--- config.mk ---
export PLATFORM = sky130hd
export DESIGN_NAME = gaussian_blur_stream_flat
export DESIGN_NICKNAME = d
export VERILOG_FILES = /design/src/rtl/gaussian_blur_stream_pkg.sv /design/src/rtl/gaussian_blur_stream_if.sv /design/src/rtl/gaussian_blur_stream_line_buffer.sv /design/src/rtl/gaussian_blur_stream.sv /design/src/flat_wrapper.sv
export SDC_FILE = /design/constraint.sdc
export NUM_CORES = 1
export LEC_CHECK = 0
export BUFFER_PORTS_ARGS = -buffer_cell sky130_fd_sc_hd__buf_2
export CAP_MARGIN = 20
export CORE_ASPECT_RATIO = 1.75
export CORE_UTILIZATION = 60
export DETAILED_ROUTE_END_ITERATION = 10
export PLACE_DENSITY = 0.78
export RECOVER_POWER = 50
export SYNTH_ARGS = -nofsm -noshare
export SYNTH_HDL_FRONTEND = slang
export SYNTH_SLANG_ARGS = --single-unit
--- constraint.sdc ---
create_clock -name i_clk -period 7.7 [get_ports i_clk]
set_input_delay 0.77 -clock i_clk [delete_from_list [all_inputs] [get_ports i_clk]]
set_output_delay 0.77 -clock i_clk [all_outputs]
set_load 0.1 [all_outputs]
--- src/rtl/gaussian_blur_stream_pkg.sv ---
// Shared constants for the streaming 3x3 blur: mode encoding, kernel weights
// and the rounding applied to the 16x-scaled kernel sum.
package blur_pkg;

  typedef enum logic {
    MODE_GAUSS  = 1'b0,
    MODE_BYPASS = 1'b1
  } blur_mode_e;

  localparam int K_CORNER    = 1;
  localparam int K_EDGE      = 2;
  localparam int K_CENTRE    = 4;
  localparam int ROUND_ADD   = 8;
  localparam int ROUND_SHIFT = 4;

  // Tap weight for window row r (0 = oldest) and column k (0 = oldest).
  function automatic int kernelWeight(input int r, input int k);
    if (r == 1 && k == 1) return K_CENTRE;
    else if (r == 1 || k == 1) return K_EDGE;
    else return K_CORNER;
  endfunction

endpackage

--- src/rtl/gaussian_blur_stream_if.sv ---
// Pixel-in / result-out stream bundle using the busy/vld handshake.
interface gaussian_blur_stream_if #(
  parameter int CH    = 3,
  parameter int PIX_W = 8
);

  logic              i_mode;
  logic              i_rgb_vld;
  logic              i_rgb_busy;
  logic [CH*PIX_W:0] i_rgb_data;
  logic              o_result_vld;
  logic              o_result_busy;
  logic [CH*PIX_W:0] o_result_data;

  modport master (
    output i_mode, i_rgb_vld, i_rgb_data, o_result_busy,
    input  i_rgb_busy, o_result_vld, o_result_data
  );

  modport slave (
    input  i_mode, i_rgb_vld, i_rgb_data, o_result_busy,
    output i_rgb_busy, o_result_vld, o_result_data
  );

endinterface

--- src/rtl/gaussian_blur_stream_line_buffer.sv ---
// Two-row line store: reading at a column returns rows r-2 and r-1, and a
// write pushes the column up by one row.
module blur_line_buffer
  import blur_pkg::*;
#(
  parameter int IMG_W  = 8,
  parameter int DATA_W = 24
) (
  input  logic                     i_clk,
  input  logic                     i_we,
  input  logic [$clog2(IMG_W)-1:0] i_col,
  input  logic [DATA_W-1:0]        i_data,
  output logic [DATA_W-1:0]        o_rowTop,
  output logic [DATA_W-1:0]        o_rowMid
);

  logic [DATA_W-1:0] r_lineTop [IMG_W];
  logic [DATA_W-1:0] r_lineMid [IMG_W];

  assign o_rowTop = r_lineTop[i_col];
  assign o_rowMid = r_lineMid[i_col];

  // Contents are don't-care after reset or SOF, so the storage has no reset.
  always_ff @(posedge i_clk) begin
    if (i_we) begin
      r_lineTop[i_col] <= r_lineMid[i_col];
      r_lineMid[i_col] <= i_data;
    end
  end

endmodule

--- src/rtl/gaussian_blur_stream.sv ---
// Streaming 3x3 blur (Gaussian 1-2-1 or centre bypass) over raster-order
// pixels, emitting one registered result per fully populated window.
module gaussian_blur_stream
  import blur_pkg::*;
#(
  parameter int IMG_W = 8,
  parameter int IMG_H = 8,
  parameter int CH    = 3,
  parameter int PIX_W = 8
) (
  input logic                   i_clk,
  input logic                   i_rst,
  gaussian_blur_stream_if.slave bus
);

  localparam int PIXB  = CH * PIX_W;
  localparam int COL_W = $clog2(IMG_W);
  localparam int ROW_W = $clog2(IMG_H);
  localparam int SUM_W = PIX_W + 4;

  logic [COL_W-1:0] r_col, w_col, w_colNext;
  logic [ROW_W-1:0] r_row, w_row, w_rowNext;
  logic [PIXB-1:0]  r_winA [3];
  logic [PIXB-1:0]  r_winB [3];
  logic [PIXB-1:0]  w_colC [3];
  logic [PIXB-1:0]  w_pix, w_top, w_mid, w_gauss, w_pixOut;
  logic             w_accept, w_sof, w_complete, w_eof;
  logic             r_vld;
  logic [PIXB:0]    r_data;

  assign w_accept = bus.i_rgb_vld && !bus.i_rgb_busy;
  assign w_sof    = bus.i_rgb_data[PIXB];
  assign w_pix    = bus.i_rgb_data[PIXB-1:0];

  // SOF relocates the incoming pixel to the frame origin, dropping any partial frame.
  assign w_col = w_sof ? '0 : r_col;
  assign w_row = w_sof ? '0 : r_row;

  always_comb begin
    w_colNext = w_col + 1'b1;
    w_rowNext = w_row;
    if (w_col == COL_W'(IMG_W - 1)) begin
      w_colNext = '0;
      w_rowNext = (w_row == ROW_W'(IMG_H - 1)) ? '0 : w_row + 1'b1;
    end
  end

  assign w_complete = (w_row >= ROW_W'(2)) && (w_col >= COL_W'(2));
  assign w_eof      = (w_row == ROW_W'(IMG_H - 1)) && (w_col == COL_W'(IMG_W - 1));

  blur_line_buffer #(
    .IMG_W  (IMG_W),
    .DATA_W (PIXB)
  ) u_lineBuffer (
    .i_clk    (i_clk),
    .i_we     (w_accept),
    .i_col    (w_col),
    .i_data   (w_pix),
    .o_rowTop (w_top),
    .o_rowMid (w_mid)
  );

  // Window = two registered columns (A oldest, B) plus the column arriving now.
  assign w_colC[0] = w_top;
  assign w_colC[1] = w_mid;
  assign w_colC[2] = w_pix;

  for (genvar c = 0; c < CH; c++) begin : g_ch
    logic [PIX_W-1:0]       w_tap [3][3];
    logic [SUM_W-1:0]       w_sum, w_rnd;
    logic [ROUND_SHIFT-1:0] w_unusedRnd;

    always_comb begin
      for (int r = 0; r < 3; r++) begin
        w_tap[r][0] = r_winA[r][c*PIX_W +: PIX_W];
        w_tap[r][1] = r_winB[r][c*PIX_W +: PIX_W];
        w_tap[r][2] = w_colC[r][c*PIX_W +: PIX_W];
      end
    end

    always_comb begin
      w_sum = '0;
      for (int r = 0; r < 3; r++)
        for (int k = 0; k < 3; k++)
          w_sum = w_sum + SUM_W'(kernelWeight(r, k)) * SUM_W'(w_tap[r][k]);
    end

    assign w_rnd       = w_sum + SUM_W'(ROUND_ADD);
    assign w_gauss[c*PIX_W +: PIX_W] = w_rnd[ROUND_SHIFT +: PIX_W];
    assign w_unusedRnd = w_rnd[ROUND_SHIFT-1:0];
  end

  assign w_pixOut = (blur_mode_e'(bus.i_mode) == MODE_BYPASS) ? r_winB[1] : w_gauss;

  always_ff @(posedge i_clk) begin
    if (!i_rst) begin
      r_col <= '0;
      r_row <= '0;
      for (int r = 0; r < 3; r++) begin
        r_winA[r] <= '0;
        r_winB[r] <= '0;
      end
    end else if (w_accept) begin
      r_col <= w_colNext;
      r_row <= w_rowNext;
      for (int r = 0; r < 3; r++) begin
        r_winA[r] <= r_winB[r];
        r_winB[r] <= w_colC[r];
      end
    end
  end

  // A completing pixel is only accepted when the register is free or draining,
  // so loading takes priority over clearing vld.
  always_ff @(posedge i_clk) begin
    if (!i_rst) begin
      r_vld  <= 1'b0;
      r_data <= '0;
    end else if (w_accept && w_complete) begin
      r_vld  <= 1'b1;
      r_data <= {w_eof, w_pixOut};
    end else if (r_vld && !bus.o_result_busy) begin
      r_vld <= 1'b0;
    end
  end

  assign bus.i_rgb_busy    = r_vld && bus.o_result_busy;
  assign bus.o_result_vld  = r_vld;
  assign bus.o_result_data = r_data;

endmodule

--- src/flat_wrapper.sv ---
// flat-port wrapper written by rule: the top's interface ports become plain ports
module gaussian_blur_stream_flat import blur_pkg::*;
#(
  parameter int IMG_W = 8,
  parameter int IMG_H = 8,
  parameter int CH    = 3,
  parameter int PIX_W = 8
)
  (i_clk, i_rst, bus_i_mode, bus_i_rgb_vld, bus_i_rgb_data, bus_o_result_busy, bus_i_rgb_busy, bus_o_result_vld, bus_o_result_data);
  gaussian_blur_stream_if #(.CH(CH), .PIX_W(PIX_W)) bus_i ();
  input logic i_clk;
  input logic i_rst;
  input wire logic [$bits(bus_i.i_mode)-1:0] bus_i_mode;
  input wire logic [$bits(bus_i.i_rgb_vld)-1:0] bus_i_rgb_vld;
  input wire logic [$bits(bus_i.i_rgb_data)-1:0] bus_i_rgb_data;
  input wire logic [$bits(bus_i.o_result_busy)-1:0] bus_o_result_busy;
  output wire logic [$bits(bus_i.i_rgb_busy)-1:0] bus_i_rgb_busy;
  output wire logic [$bits(bus_i.o_result_vld)-1:0] bus_o_result_vld;
  output wire logic [$bits(bus_i.o_result_data)-1:0] bus_o_result_data;
  assign bus_i.i_mode = bus_i_mode;
  assign bus_i.i_rgb_vld = bus_i_rgb_vld;
  assign bus_i.i_rgb_data = bus_i_rgb_data;
  assign bus_i.o_result_busy = bus_o_result_busy;
  assign bus_i_rgb_busy = bus_i.i_rgb_busy;
  assign bus_o_result_vld = bus_i.o_result_vld;
  assign bus_o_result_data = bus_i.o_result_data;
  gaussian_blur_stream #(.IMG_W(IMG_W), .IMG_H(IMG_H), .CH(CH), .PIX_W(PIX_W)) u_core (.i_clk(i_clk), .i_rst(i_rst), .bus(bus_i));
endmodule
# Word-level counts from Yosys, hierarchy flattened
# Memory sizes are Yosys's and may differ from the RTL's.
# Index checks and enable logic that the tools add are counted.
# word_totals
register_bits	32
mem_bits_rw	528
input_bits	30
out_inout_bits	27
word_cells	75
memories	4
# mem_list
memory	depth	width	read_ports	rd_ports_with_merged_regs	write_ports	line_no	text
u_core.u_lineBuffer.r_lineMid	8	24	1	0	1	gaussian_blur_stream_line_buffer.sv:18	logic [DATA_W-1:0] r_lineMid [IMG_W];
u_core.u_lineBuffer.r_lineTop	8	24	1	0	1	gaussian_blur_stream_line_buffer.sv:17	logic [DATA_W-1:0] r_lineTop [IMG_W];
u_core.r_winA	3	24	3	0	3	gaussian_blur_stream.sv:23	logic [PIXB-1:0] r_winA [3];
u_core.r_winB	3	24	3	0	3	gaussian_blur_stream.sv:24	logic [PIXB-1:0] r_winB [3];
# op_classes
n_addsub	29
n_lt_le_gt_ge	2
eq_ne	2
n_mux	19
bitwise	6
n_reduce_logical	9
# ops
cell	count
24-bit 2-to-1 mux	7
12-bit by 8-bit adder with 12-bit output	9
12-bit by 9-bit adder with 12-bit output	9
12-bit by 10-bit adder with 12-bit output	3
12-bit by 4-bit adder with 12-bit output (second input constant)	3
8-bit by 9-bit adder with 10-bit output	3
3-bit 2-to-1 mux	5
1-bit 2-to-1 mux	7
3-bit by 1-bit adder with 3-bit output (second input constant)	2
3-bit equality test (second input constant)	2
3-bit by 2-bit >= comparator with 1-bit output (second input constant)	2
1-bit logical AND	6
1-bit OR	6
1-bit logical NOT	2
2-bit nonzero test	1

# Longest topological paths before layout
# Gate-level depths: netlist of the first run.
# An unclocked memory read counts as a cell.
# logic_depth
depth_word	11
mapped_depth	22
mapped_depth_nobuf	21

# By module
# From an unflattened synthesis of the first run, not the netlist that was laid out.
# hier_totals
hier_cells	1933
area_unflattened_um2	27277.4
# modules_own_cells
module	n_inst	cells_per_inst	area_each_um2	seq_area_each_um2
blur_line_buffer	1	798	14655.3	11531.1
gaussian_blur_stream	1	1135	12622.1	4964.8

# Least setup slack after synthesis of the first run
# No wires, ideal clock.
# synth_timing
kind	input-to-reg
from	input bus_i_rgb_data[24]
to	register u_core.r_data[11], in the netlist u_core.bus.o_result_data[11]
t_arrival_ps	5886
path_slack_ps	1739
path_stages	18
path_cell_list	buf_6 -> buf_2 -> buf_2 -> nor2_1 -> a22oi_1 -> o21ai_1 -> nor3_1 -> fa_1 -> fa_1 -> fa_1 -> fa_1 -> or3b_2 -> fa_1 -> nor2b_1 -> o21a_1 -> nor3_1 -> or3b_2 -> a31oi_1
# synth_rtl
item	line_no	text
from (decl)	flat_wrapper.sv:15	input wire logic [$bits(bus_i.i_rgb_data)-1:0] bus_i_rgb_data;
to (signal assigned)	gaussian_blur_stream.sv:121	r_data <= {w_eof, w_pixOut};
to (decl)	gaussian_blur_stream.sv:29	logic [PIXB:0] r_data;

==> results of run 1 <==
## layout make-up
class / count / area, um^2 / area share
Timing Repair Buffer: 115 / 629 / 0.0208
Sequential cell: 560 / 16500 / 0.546
Clock inverter: 26 / 380 / 0.0126
Multi-Input combinational cell: 1124 / 9860 / 0.326
Inverter: 224 / 841 / 0.0278
Tap cell: 577 / 722 / 0.0239
Clock buffer: 63 / 1290 / 0.0426
## through the flow
step | area, um^2 | std cells
2_1_floorplan | 27800 | 2003
3_3_place_gp | 28700 | 2598
3_5_place_dp | 28700 | 2598
4_1_cts | 30400 | 2687
5_1_grt | 30200 | 2689
6_report | 30200 | 2689
## power by group
group          internal (mW)  total, mW  switching (mW)  leakage [nW]
Sequential              3.45       3.51          0.0608          5.33
Combinational           1.42       3.37            1.95          5.39
Clock                   1.49       2.59            1.10         0.807
Total                   6.36       9.47            3.12          11.5
## synthesized netlist by cell type (all sizes together), types with 5 or more instances
| cell type | count |
|---|---|
| a22o | 5 |
| o32a | 10 |
| nor2b | 19 |
| mux2i | 94 |
| nand2 | 64 |
| o21ai | 70 |
| nor4 | 6 |
| nand2b | 18 |
| fa | 144 |
| o32ai | 7 |
| dfxtp | 32 |
| nor3b | 10 |
| and3 | 86 |
| a21oi | 64 |
| a32oi | 18 |
| a31oi | 10 |
| o22ai | 45 |
| or3b | 5 |
| a211o | 10 |
| a21o | 10 |
| and2 | 25 |
| edfxtp | 528 |
| nor3 | 20 |
| a2bb2oi | 9 |
| a22oi | 22 |
| o211ai | 8 |
| mux2 | 9 |
| nor2 | 111 |
| inv | 222 |
| ha | 84 |
| o2bb2ai | 6 |
| o221ai | 8 |
| clkbuf | 40 |
| nand3 | 19 |
| a211oi | 22 |
| or3 | 6 |
| o41ai | 7 |
| xnor2 | 19 |
| buf | 55 |
## layout by cell type (no fill, tap or decap), drive strengths merged, types with 6 or more instances in the layout
cell	instances
a211o	10
a211oi	22
a21o	10
a21oi	64
a22oi	22
a2bb2oi	9
a31oi	10
a32oi	18
and2	25
and3	86
buf	50
bufinv	9
clkbuf	128
clkinv	14
dfxtp	32
edfxtp	528
fa	144
ha	84
inv	225
mux2	9
mux2i	94
nand2	64
nand2b	18
nand3	19
nor2	111
nor2b	19
nor3	20
nor3b	10
nor4	6
o211ai	8
o21ai	70
o221ai	8
o22ai	45
o2bb2ai	6
o32a	10
o32ai	7
o41ai	7
or3	6
xnor2	19
## kinds of logic after synthesis
kind of cell    Yosys count  synth area share
mux                     104            0.0384
simple gates            404            0.0764
compound gates          365            0.0917
fa+ha+maj               228             0.142
xor+xnor                 23           0.00726
flops                   560             0.594
buf+inv                 319            0.0505
## path summary, 6_finish.rpt
kind | to
min reg2reg | u_core.bus.o_result_data[17]$_SDFFE_PN0P_
min | u_core.bus.o_result_data[17]$_SDFFE_PN0P_
max | u_core.bus.o_result_data[7]$_SDFFE_PN0P_
max reg2reg | u_core.bus.o_result_data[23]$_SDFFE_PN0P_
## flip-flops by register name, indices dropped and copies added, names as in the netlist
signal / cells
u_core.u_lineBuffer.r_lineTop: 192
u_core.r_row: 3
u_core.r_winA: 72
u_core.bus.o_result_data: 25
u_core.u_lineBuffer.r_lineMid: 192
u_core.r_col: 3
u_core.r_winB: 72
u_core.bus.o_result_vld: 1
## per-layer routing
metal  global-route usage  wire length [um]  vias to the layer above
met1                0.375             24600                     8641
met4                0.182              4730                        0
li1                     -                 -                     7475
met2                0.511             34500                     1033
met5                    0                 0                        -
met3               0.0439              5870                      275
## worst reg2reg max path, cell delays in order, from the launching register on
cell and delay (ns):
dfxtp_2 0.67, nand2b_1 0.30, clkbuf_1 0.33, inv_1 0.69
clkbuf_1 0.56, a32oi_1 0.23, o211ai_1 0.29, fa_1 0.51
inv_1 0.09, fa_1 0.40, fa_1 0.49, inv_1 0.05
fa_1 0.52, nor3_1 0.08, fa_1 0.49, a211oi_1 0.27
nor2_1 0.14, o41ai_1 0.40, a311o_1 0.24, o21ai_0 0.07
==> impl_metrics.json, run 1 <==
{
  "htreeDepth": 2,
  "n_fill_cell": 3147,
  "worstMarginPinSlew_ns": 2.88,
  "finalCriticalPeriod_ns": 6.99,
  "synth.top_cell.area_share": 0.571,
  "hold_start": "u_core.bus.o_result_data[17]$_SDFFE_PN0P_",
  "hold_class": "flop to flop",
  "io_buffers": 56,
  "required_ns": 8.18,
  "worst_slack_ns": 0.714,
  "fin_nets": 2331,
  "grt_max_degree": 78,
  "start_kind": "primary input",
  "grt_pass1_vias": 17900,
  "violations": "max-capacitance violations, max-slew violations",
  "fin_tns_setup_ns": 0,
  "syn_nets": 2261,
  "drc": 0,
  "end_kind": "flop",
  "max_slew_margin": -0.923,
  "synth_edf_count": 528,
  "cts_root_buffer": "clkbuf_16",
  "path_common_cell": "fa_1",
  "antenna_found_initial": 0,
  "cpMaxStageDelayCell": "nor3_1",
  "whs_path_depth": 2,
  "rows": 103,
  "pre_cts_ws_ns": 0.638,
  "fp.dieH_um": 287,
  "synth.distinct_cells": 81,
  "gp_congestion": 0.911,
  "ys.flop_type": "edfxtp_1",
  "ys_top_cells_by_area": "edfxtp_1 57%, fa_1 10%, ha_1 3.8%, mux2i_1 3.4%, inv_1 3.0%",
  "cts_tree": "done",
  "numCtsBuffers": 48,
  "path_clk_slew_ns": 0.07,
  "fin_worst_skew_ns": 0.0233,
  "mappedNetlistArea_um2": 27800,
  "startpoint": "bus_i_rgb_data[24]",
  "path_cells": "buf_2 > nand2b_1 > clkbuf_1 > inv_1 > a32oi_1 > o21ai_1 > nor3_1 > fa_1 > fa_1 > fa_1 > fa_1 > inv_1 > fa_1 > nand2b_1 > a21oi_1 > o41ai_1 > mux2i_1 > o41ai_1",
  "avgRoutedWirePerCell_um": 26.0,
  "drtIter0Drc": 1794,
  "core-area_um2": 45400,
  "max_freq_ghz": 0.143,
  "hpwl_um": 46800,
  "antenna_left": 0,
  "die_x_um": 165,
  "diodes": 0,
  "hold_buffers": 0,
  "ys_ff_latch": 560,
  "path_depth": 18,
  "crit_path_max_fanout": 20,
  "p_per_area_nw_per_um2": 313,
  "gr-total-overflow": 0,
  "crit_buf_inv": 4,
  "maxCapViolations": 9,
  "hold_ws_ns": 0.456,
  "cts_num_sinks": 560,
  "setup_viol": 0,
  "power_mw": 9.47,
  "leakagePower_nw": 11.5,
  "rsz0062_at_grt": "false",
  "worstSetupPathType": "primary input to flop",
  "die-area_um2": 47200,
  "clock_latency_ns": 0.59,
  "grt_usage": 0.305,
  "timing.final.crit_share": 0.907,
  "max_stage_delay_ns": 0.86,
  "irDropWorstVdd_mv": 0.336,
  "areaGrowthSynthToFinish_pct": 8.87,
  "syn_area_per_cell_um2": 13.9,
  "async_flop_share": 0,
  "clockBufferDepth": 3,
  "arrival_ns": 7.46,
  "post-route-util": 0.666,
  "grt_pass1_wl_um": 105000,
  "via_per_inst": 6.48,
  "synth.largest_area_cell": "edfxtp_1",
  "rrSetupSlack_ns": 0.75,
  "layout-drive-gt1-share": 0.0753,
  "finalHoldViolCount": 0,
  "synthCells": 2003,
  "worstRegToRegCells": 19,
  "final_max_slew_viol_count": 308,
  "timing.rr.start": "u_core.r_col[1]$_SDFFE_PN0P_",
  "post_cts_buffers": 0,
  "critPathTopFamily": "adder cells",
  "ys_seq_area_frac": 0.594,
  "status": "finished with violations",
  "ioPinCount": 57,
  "ys_warn_count": 0,
  "cts_resized": 0,
  "routed_wl_um": 69800,
  "drtPass1Iterations": 6,
  "num_vias": 17400,
  "floorplan.initialDensity": 0.612
}
Power figures use the tool's default switching activity.
==> inputs of run 2 (changes only) <==
--- a/config.mk
+++ b/config.mk
@@ -5,6 +5,7 @@
 export SDC_FILE = /design/constraint.sdc
 export NUM_CORES = 1
 export LEC_CHECK = 0
+export ABC_AREA = 1
 export BUFFER_PORTS_ARGS = -buffer_cell sky130_fd_sc_hd__buf_2
 export CAP_MARGIN = 20
 export CORE_ASPECT_RATIO = 1.75
==> impl_metrics.json, run 2 <==
{
  "io_buffers": 56,
  "grt_util_met2": 0.468,
  "routed_wl_um": 61900,
  "power_mw": 9.54,
  "cts_resized": 0,
  "htreeDepth": 2,
  "numCtsBuffers": 47,
  "synth.most_common_cell": "edfxtp_1",
  "drc": 0,
  "max_slew_margin": -1.30,
  "fp.dieH_um": 284,
  "antenna_found_initial": 1,
  "ys_seq_area_frac": 0.604,
  "irDropWorstVdd_mv": 0.332,
  "pre_cts_ws_ns": 0.998,
  "rsz0062_at_grt": "false",
  "top_regs": "u_core.u_lineBuffer.r_lineMid x192, u_core.u_lineBuffer.r_lineTop x192",
  "n_fill_cell": 3218,
  "worstMarginPinSlew_ns": 3.46,
  "cts_tree": "done",
  "grt_usage": 0.274,
  "worst_slack_ns": 0.989,
  "die_x_um": 163,
  "final-seq-area_um2": 16500,
  "p_int_mw": 6.18,
  "areaGrowthSynthToFinish_pct": 7.90,
  "use_met1": 0.348,
  "start_kind": "primary input",
  "grt_pass1_vias": 17400,
  "top_usage_layer": "met2",
  "clock_latency_ns": 0.57,
  "syn_area_per_cell_um2": 11.8,
  "drtIter0Drc": 1830,
  "ys_top_cells_by_area": "edfxtp_1 58%, fa_1 11%, inv_1 5.3%, nand2_1 4.7%, ha_1 3.8%",
  "post_cts_buffers": 0,
  "synthCells": 2321,
  "required_ns": 8.12,
  "hpwl_um": 40900,
  "fin_tns_setup_ns": 0,
  "power_frac_clock": 0.259,
  "synth.largest_area_cell": "edfxtp_1",
  "final_max_slew_viol_count": 338,
  "layout-drive-gt1-share": 0.0594,
  "die-area_um2": 46400,
  "status": "finished with violations",
  "whs_path_depth": 2,
  "grt_pass1_wl_um": 95200,
  "timing.final.crit_share": 0.872,
  "post-route-util": 0.656,
  "ys_warn_count": 0,
  "num_vias": 17000,
  "cts_num_sinks": 560,
  "crit_path_max_fanout": 26,
  "setup_viol": 0,
  "use_met3": 0.0353,
  "hold_class": "flop to flop",
  "ys_ff_latch": 560,
  "finalHoldViolCount": 0,
  "antenna_left": 0,
  "p_switching_mw": 3.35,
  "path_clk_slew_ns": 0.07,
  "clockBufferDepth": 3,
  "async_flop_share": 0,
  "grt_max_degree": 82,
  "p_seq_frac": 0.366,
  "ys.flop_type": "edfxtp_1",
  "fin_nets": 2629,
  "leakagePower_nw": 11.9,
  "multi_input_area_um2": 8810,
  "maxCapViolations": 10,
  "layout_commonest_cell": "edfxtp_1",
  "max_freq_ghz": 0.149,
  "rows": 103,
  "synth.top_cell.area_share": 0.580,
  "hold_buffers": 0,
  "syn_nets": 2579,
  "synth_edf_count": 528,
  "mappedNetlistArea_um2": 27300,
  "worstRegToRegCells": 20,
  "ys_top_cells_by_count": "528 x edfxtp_1, 389 x inv_1, 344 x nand2_1",
  "end_kind": "flop",
  "drtPass1Iterations": 6,
  "avgRoutedWirePerCell_um": 20.7,
  "mostFrequentLayoutCells": "528 x edfxtp_1, 389 x inv_1, 352 x nand2_1, 271 x nor2_1, 144 x fa_1",
  "ioPinCount": 57,
  "switching_share": 0.352,
  "power_frac_comb": 0.375,
  "arrival_ns": 7.13,
  "worstSetupPathType": "primary input to flop",
  "p_per_area_nw_per_um2": 323,
  "cts_root_buffer": "clkbuf_16",
  "diodes": 0,
  "finalCriticalPeriod_ns": 6.71,
  "violations": "max-capacitance violations, max-slew violations",
  "synth.distinct_cells": 44,
  "via_per_inst": 5.69,
  "floorplan.initialDensity": 0.608,
  "gr-total-overflow": 0,
  "fin_worst_skew_ns": 0.0117,
  "core-area_um2": 45000,
  "gp_congestion": 0.926
}
## run 2: changes by cell type in the layout (fill, tap and decap cells not counted), moves of 32 or more
cell,change
mux2i_1,-94
nor2_1,+163
inv_1,+168
buf_4,-32
and3_1,-86
nand2_1,+288
nand3_1,+51
a21oi_1,+46
## run 2: through the flow
step                area (um^2)  instances  hold WS (ns)
floorplan                 27300       2321         0.452
global placement          28100       2899         0.450
detailed placement        28100       2899         0.454
CTS                       29700       2985         0.462
global route              29500       2985         0.481
finish                    29500       2985         0.467
## run 2: cell type report
class / instances / share of cell area
tap: 577 / 0.0245
clock buffer: 55 / 0.0423
multi-input combinational: 1278 / 0.299
clock inverter: 31 / 0.0110
timing repair buffer: 75 / 0.0114
inverter: 409 / 0.0526
sequential: 560 / 0.559
## run 2: metal layers
layer | vias up | routed length [um]
met5 | - | 0
met4 | 0 | 2530
met3 | 176 | 4510
met2 | 765 | 31400
met1 | 8323 | 23500
li1 | 7716 | -
## run 2: final timing paths
| path | startpoint | endpoint | slack, ns |
|---|---|---|---|
| worst max-delay path | bus_i_rgb_data[24] | u_core.bus.o_result_data[15]$_SDFFE_PN0P_ | 0.99 |
| worst min register to register | u_core.bus.o_result_data[12]$_SDFFE_PN0P_ | u_core.bus.o_result_data[12]$_SDFFE_PN0P_ | 0.47 |
| worst min-delay path | u_core.bus.o_result_data[12]$_SDFFE_PN0P_ | u_core.bus.o_result_data[12]$_SDFFE_PN0P_ | 0.47 |
| worst max register to register | u_core.r_col[2]$_SDFFE_PN0P_ | u_core.bus.o_result_data[15]$_SDFFE_PN0P_ | 1.05 |
## run 2: critical path: stages
cell,delay (ns)
buf_2,0.21
inv_6,0.05
nand2_1,0.32
nor2_1,0.12
nand2_1,1.02
o221ai_1,0.27
nor2_1,0.68
fa_1,0.56
fa_1,0.47
fa_1,0.49
fa_1,0.49
inv_1,0.04
nor2_1,0.11
nand2_1,0.09
fa_1,0.46
o21ai_0,0.46
nand2_1,0.15
nand3_1,0.12
nand3_1,0.08
nand2_1,0.07
a21oi_1,0.07
## run 2: power by group through the flow
stage | clock network [mW] | logic, mW | registers [mW]
floorplan | 0 | 2.64 | 3.55
global placement | 0 | 3.36 | 3.55
detailed placement | 0 | 3.52 | 3.56
CTS | 2.48 | 3.56 | 3.49
global route | 2.59 | 4.07 | 3.50
finish | 2.47 | 3.58 | 3.49
## run 2: kinds of logic after synthesis
kind of cell / synth area share
and+or+nand+nor: 0.121
xor gates and xnor gates: 0.00865
buffers and inverters: 0.0718
DFF: 0.604
adders and majority gates: 0.144
AOI/OAI and AO/OA: 0.0513
==> inputs of run 3 (changes only) <==
--- a/config.mk
+++ b/config.mk
@@ -8,10 +8,12 @@
 export ABC_AREA = 1
 export BUFFER_PORTS_ARGS = -buffer_cell sky130_fd_sc_hd__buf_2
 export CAP_MARGIN = 20
+export CELL_PAD_IN_SITES_DETAIL_PLACEMENT = 1
+export CELL_PAD_IN_SITES_GLOBAL_PLACEMENT = 1
 export CORE_ASPECT_RATIO = 1.75
-export CORE_UTILIZATION = 60
+export CORE_UTILIZATION = 52
 export DETAILED_ROUTE_END_ITERATION = 10
-export PLACE_DENSITY = 0.78
+export PLACE_DENSITY = 0.81
 export RECOVER_POWER = 50
 export SYNTH_ARGS = -nofsm -noshare
 export SYNTH_HDL_FRONTEND = slang
==> impl_metrics.json, run 3 (synthesis gave the netlist of run 2 again) <==
{
  "hold_buffers": 0,
  "die_x_um": 175,
  "top_usage_layer": "met2",
  "antenna_left": 0,
  "finalCriticalPeriod_ns": 6.96,
  "drtPass1Iterations": 5,
  "clock_latency_ns": 0.59,
  "crit_path_max_fanout": 26,
  "cpMaxStageDelayCell": "nand2_1",
  "grt_util_met2": 0.528,
  "arrival_ns": 7.39,
  "areaGrowthSynthToFinish_pct": 8.80,
  "post_cts_buffers": 0,
  "violations": "max-capacitance violations, max-slew violations",
  "critPathTopFamily": "adder cells",
  "top_regs": "u_core.u_lineBuffer.r_lineMid x192, u_core.u_lineBuffer.r_lineTop x192",
  "cts_tree": "done",
  "routed_wl_um": 75500,
  "avgRoutedWirePerCell_um": 24.4,
  "grt_pass1_wl_um": 116000,
  "core-area_um2": 51600,
  "die-area_um2": 53500,
  "end_kind": "flop",
  "use_met3": 0.0301,
  "worstSetupPathType": "flop to flop",
  "clockBufferDepth": 3,
  "start_kind": "flop",
  "hold_class": "flop to flop",
  "gp_congestion": 0.896,
  "use_met1": 0.353,
  "fin_worst_skew_ns": 0.0316,
  "timing.rr.end": "u_core.bus.o_result_data[15]$_SDFFE_PN0P_",
  "cts_root_buffer": "clkbuf_16",
  "rows": 110,
  "dp_cells": 2999,
  "max_stage_delay_ns": 1.08,
  "floorplan.initialDensity": 0.530,
  "path_depth": 18,
  "layout_commonest_cell": "edfxtp_1",
  "cts_resized": 0,
  "stdcell_count": 3092,
  "ioPinCount": 57,
  "num_vias": 17500,
  "numCtsBuffers": 50,
  "maxCapViolations": 9,
  "antenna_found_initial": 1,
  "drtIter0Drc": 1501,
  "p_per_area_nw_per_um2": 327,
  "grt_usage": 0.290,
  "hpwl_um": 50700,
  "irDropWorstVdd_mv": 0.219,
  "io_buffers": 56,
  "post-route-util": 0.576,
  "startpoint": "u_core.r_col[0]$_SDFFE_PN0P_",
  "status": "finished with violations",
  "path_common_cell": "fa_1",
  "layout-drive-gt1-share": 0.0674,
  "path_clk_slew_ns": 0.07,
  "gr-total-overflow": 0,
  "setup_viol": 0,
  "timing.rr.start": "u_core.r_col[0]$_SDFFE_PN0P_",
  "endpoint": "u_core.bus.o_result_data[15]$_SDFFE_PN0P_",
  "worstMarginPinSlew_ns": 4.75,
  "leakagePower_nw": 12.0,
  "fin_tns_setup_ns": 0,
  "timing.final.crit_share": 0.904,
  "placed_area_um2": 28300,
  "worstRegToRegCells": 18,
  "cts_num_sinks": 560,
  "grt_max_degree": 81,
  "max_freq_ghz": 0.144,
  "required_ns": 8.13,
  "drc": 0,
  "final_max_slew_viol_count": 368,
  "crit_buf_inv": 2,
  "fp.dieH_um": 305,
  "max_slew_margin": -2.17,
  "rsz0062_at_grt": "false",
  "fin_nets": 2637,
  "htreeDepth": 2,
  "path_cells": "inv_1 > nand2_1 > o221ai_1 > nor2_1 > fa_1 > fa_1 > fa_1 > fa_1 > inv_1 > nor2_1 > nand2_1 > fa_1 > o21ai_0 > nand2_1 > nand3_1 > nand3_1 > nand2_1 > a21oi_1",
  "rrSetupSlack_ns": 0.74,
  "mostFrequentLayoutCells": "528 x edfxtp_1, 388 x inv_1, 345 x nand2_1, 270 x nor2_1, 144 x fa_1",
  "grt_pass1_vias": 19700,
  "postLayoutCellArea_um2": 29700,
  "finalHoldViolCount": 0,
  "via_per_inst": 5.67
}
-- run 3: where the power goes --
| group | total, mW | switching (mW) | internal, mW |
|---|---|---|---|
| Clock | 2.53 | 1.16 | 1.36 |
| Sequential | 3.50 | 0.0513 | 3.45 |
| Combinational | 3.70 | 2.32 | 1.38 |
| Total | 9.73 | 3.54 | 6.20 |
-- run 3: area by class of cell --
class	count	area, um^2
Antenna cell	1	2.50
Timing Repair Buffer	80	367
Clock buffer	60	1310
Clock inverter	32	298
Multi-Input combinational cell	1278	8870
Fill cell	5304	21900
Inverter	409	1550
Tap cell	672	841
Sequential cell	560	16500
-- run 3: how the worst min path moves through the flow --
stage                                                   start  cells past startpoint                                         to  slack [ns]
finish              u_core.bus.o_result_data[12]$_SDFFE_PN0P_                      2  u_core.bus.o_result_data[12]$_SDFFE_PN0P_        0.47
global route         u_core.bus.o_result_data[8]$_SDFFE_PN0P_                      2   u_core.bus.o_result_data[8]$_SDFFE_PN0P_        0.50
CTS                  u_core.bus.o_result_data[6]$_SDFFE_PN0P_                      2   u_core.bus.o_result_data[6]$_SDFFE_PN0P_        0.47
detailed placement   u_core.bus.o_result_data[6]$_SDFFE_PN0P_                      2   u_core.bus.o_result_data[6]$_SDFFE_PN0P_        0.46
global placement    u_core.bus.o_result_data[12]$_SDFFE_PN0P_                      2  u_core.bus.o_result_data[12]$_SDFFE_PN0P_        0.45
floorplan                        u_core.r_row[0]$_SDFFE_PN0P_                      2               u_core.r_row[0]$_SDFFE_PN0P_        0.45
-- run 3: tightest hold or removal path, cell delays in order, from the launching register on --
cell     delay, ns
dfxtp_1       0.31
nand2_1       0.06
a21oi_1       0.06
-- run 3: metrics by stage --
step / hold WS (ns) / setup WS [ns] / total power, mW
after floorplan: 0.452 / 2.37 / 6.19
after global placement: 0.450 / 1.05 / 6.94
after detailed placement: 0.462 / 0.878 / 7.25
after CTS: 0.473 / 1.17 / 9.77
after global routing: 0.497 / 0.562 / 10.4
final: 0.474 / 0.740 / 9.73
-- run 3: metal layers --
layer  wire, um  share of wire
met1      29100           0.38
met2      40200           0.53
met3       3760          0.050
met4       2510          0.033
met5          0              0
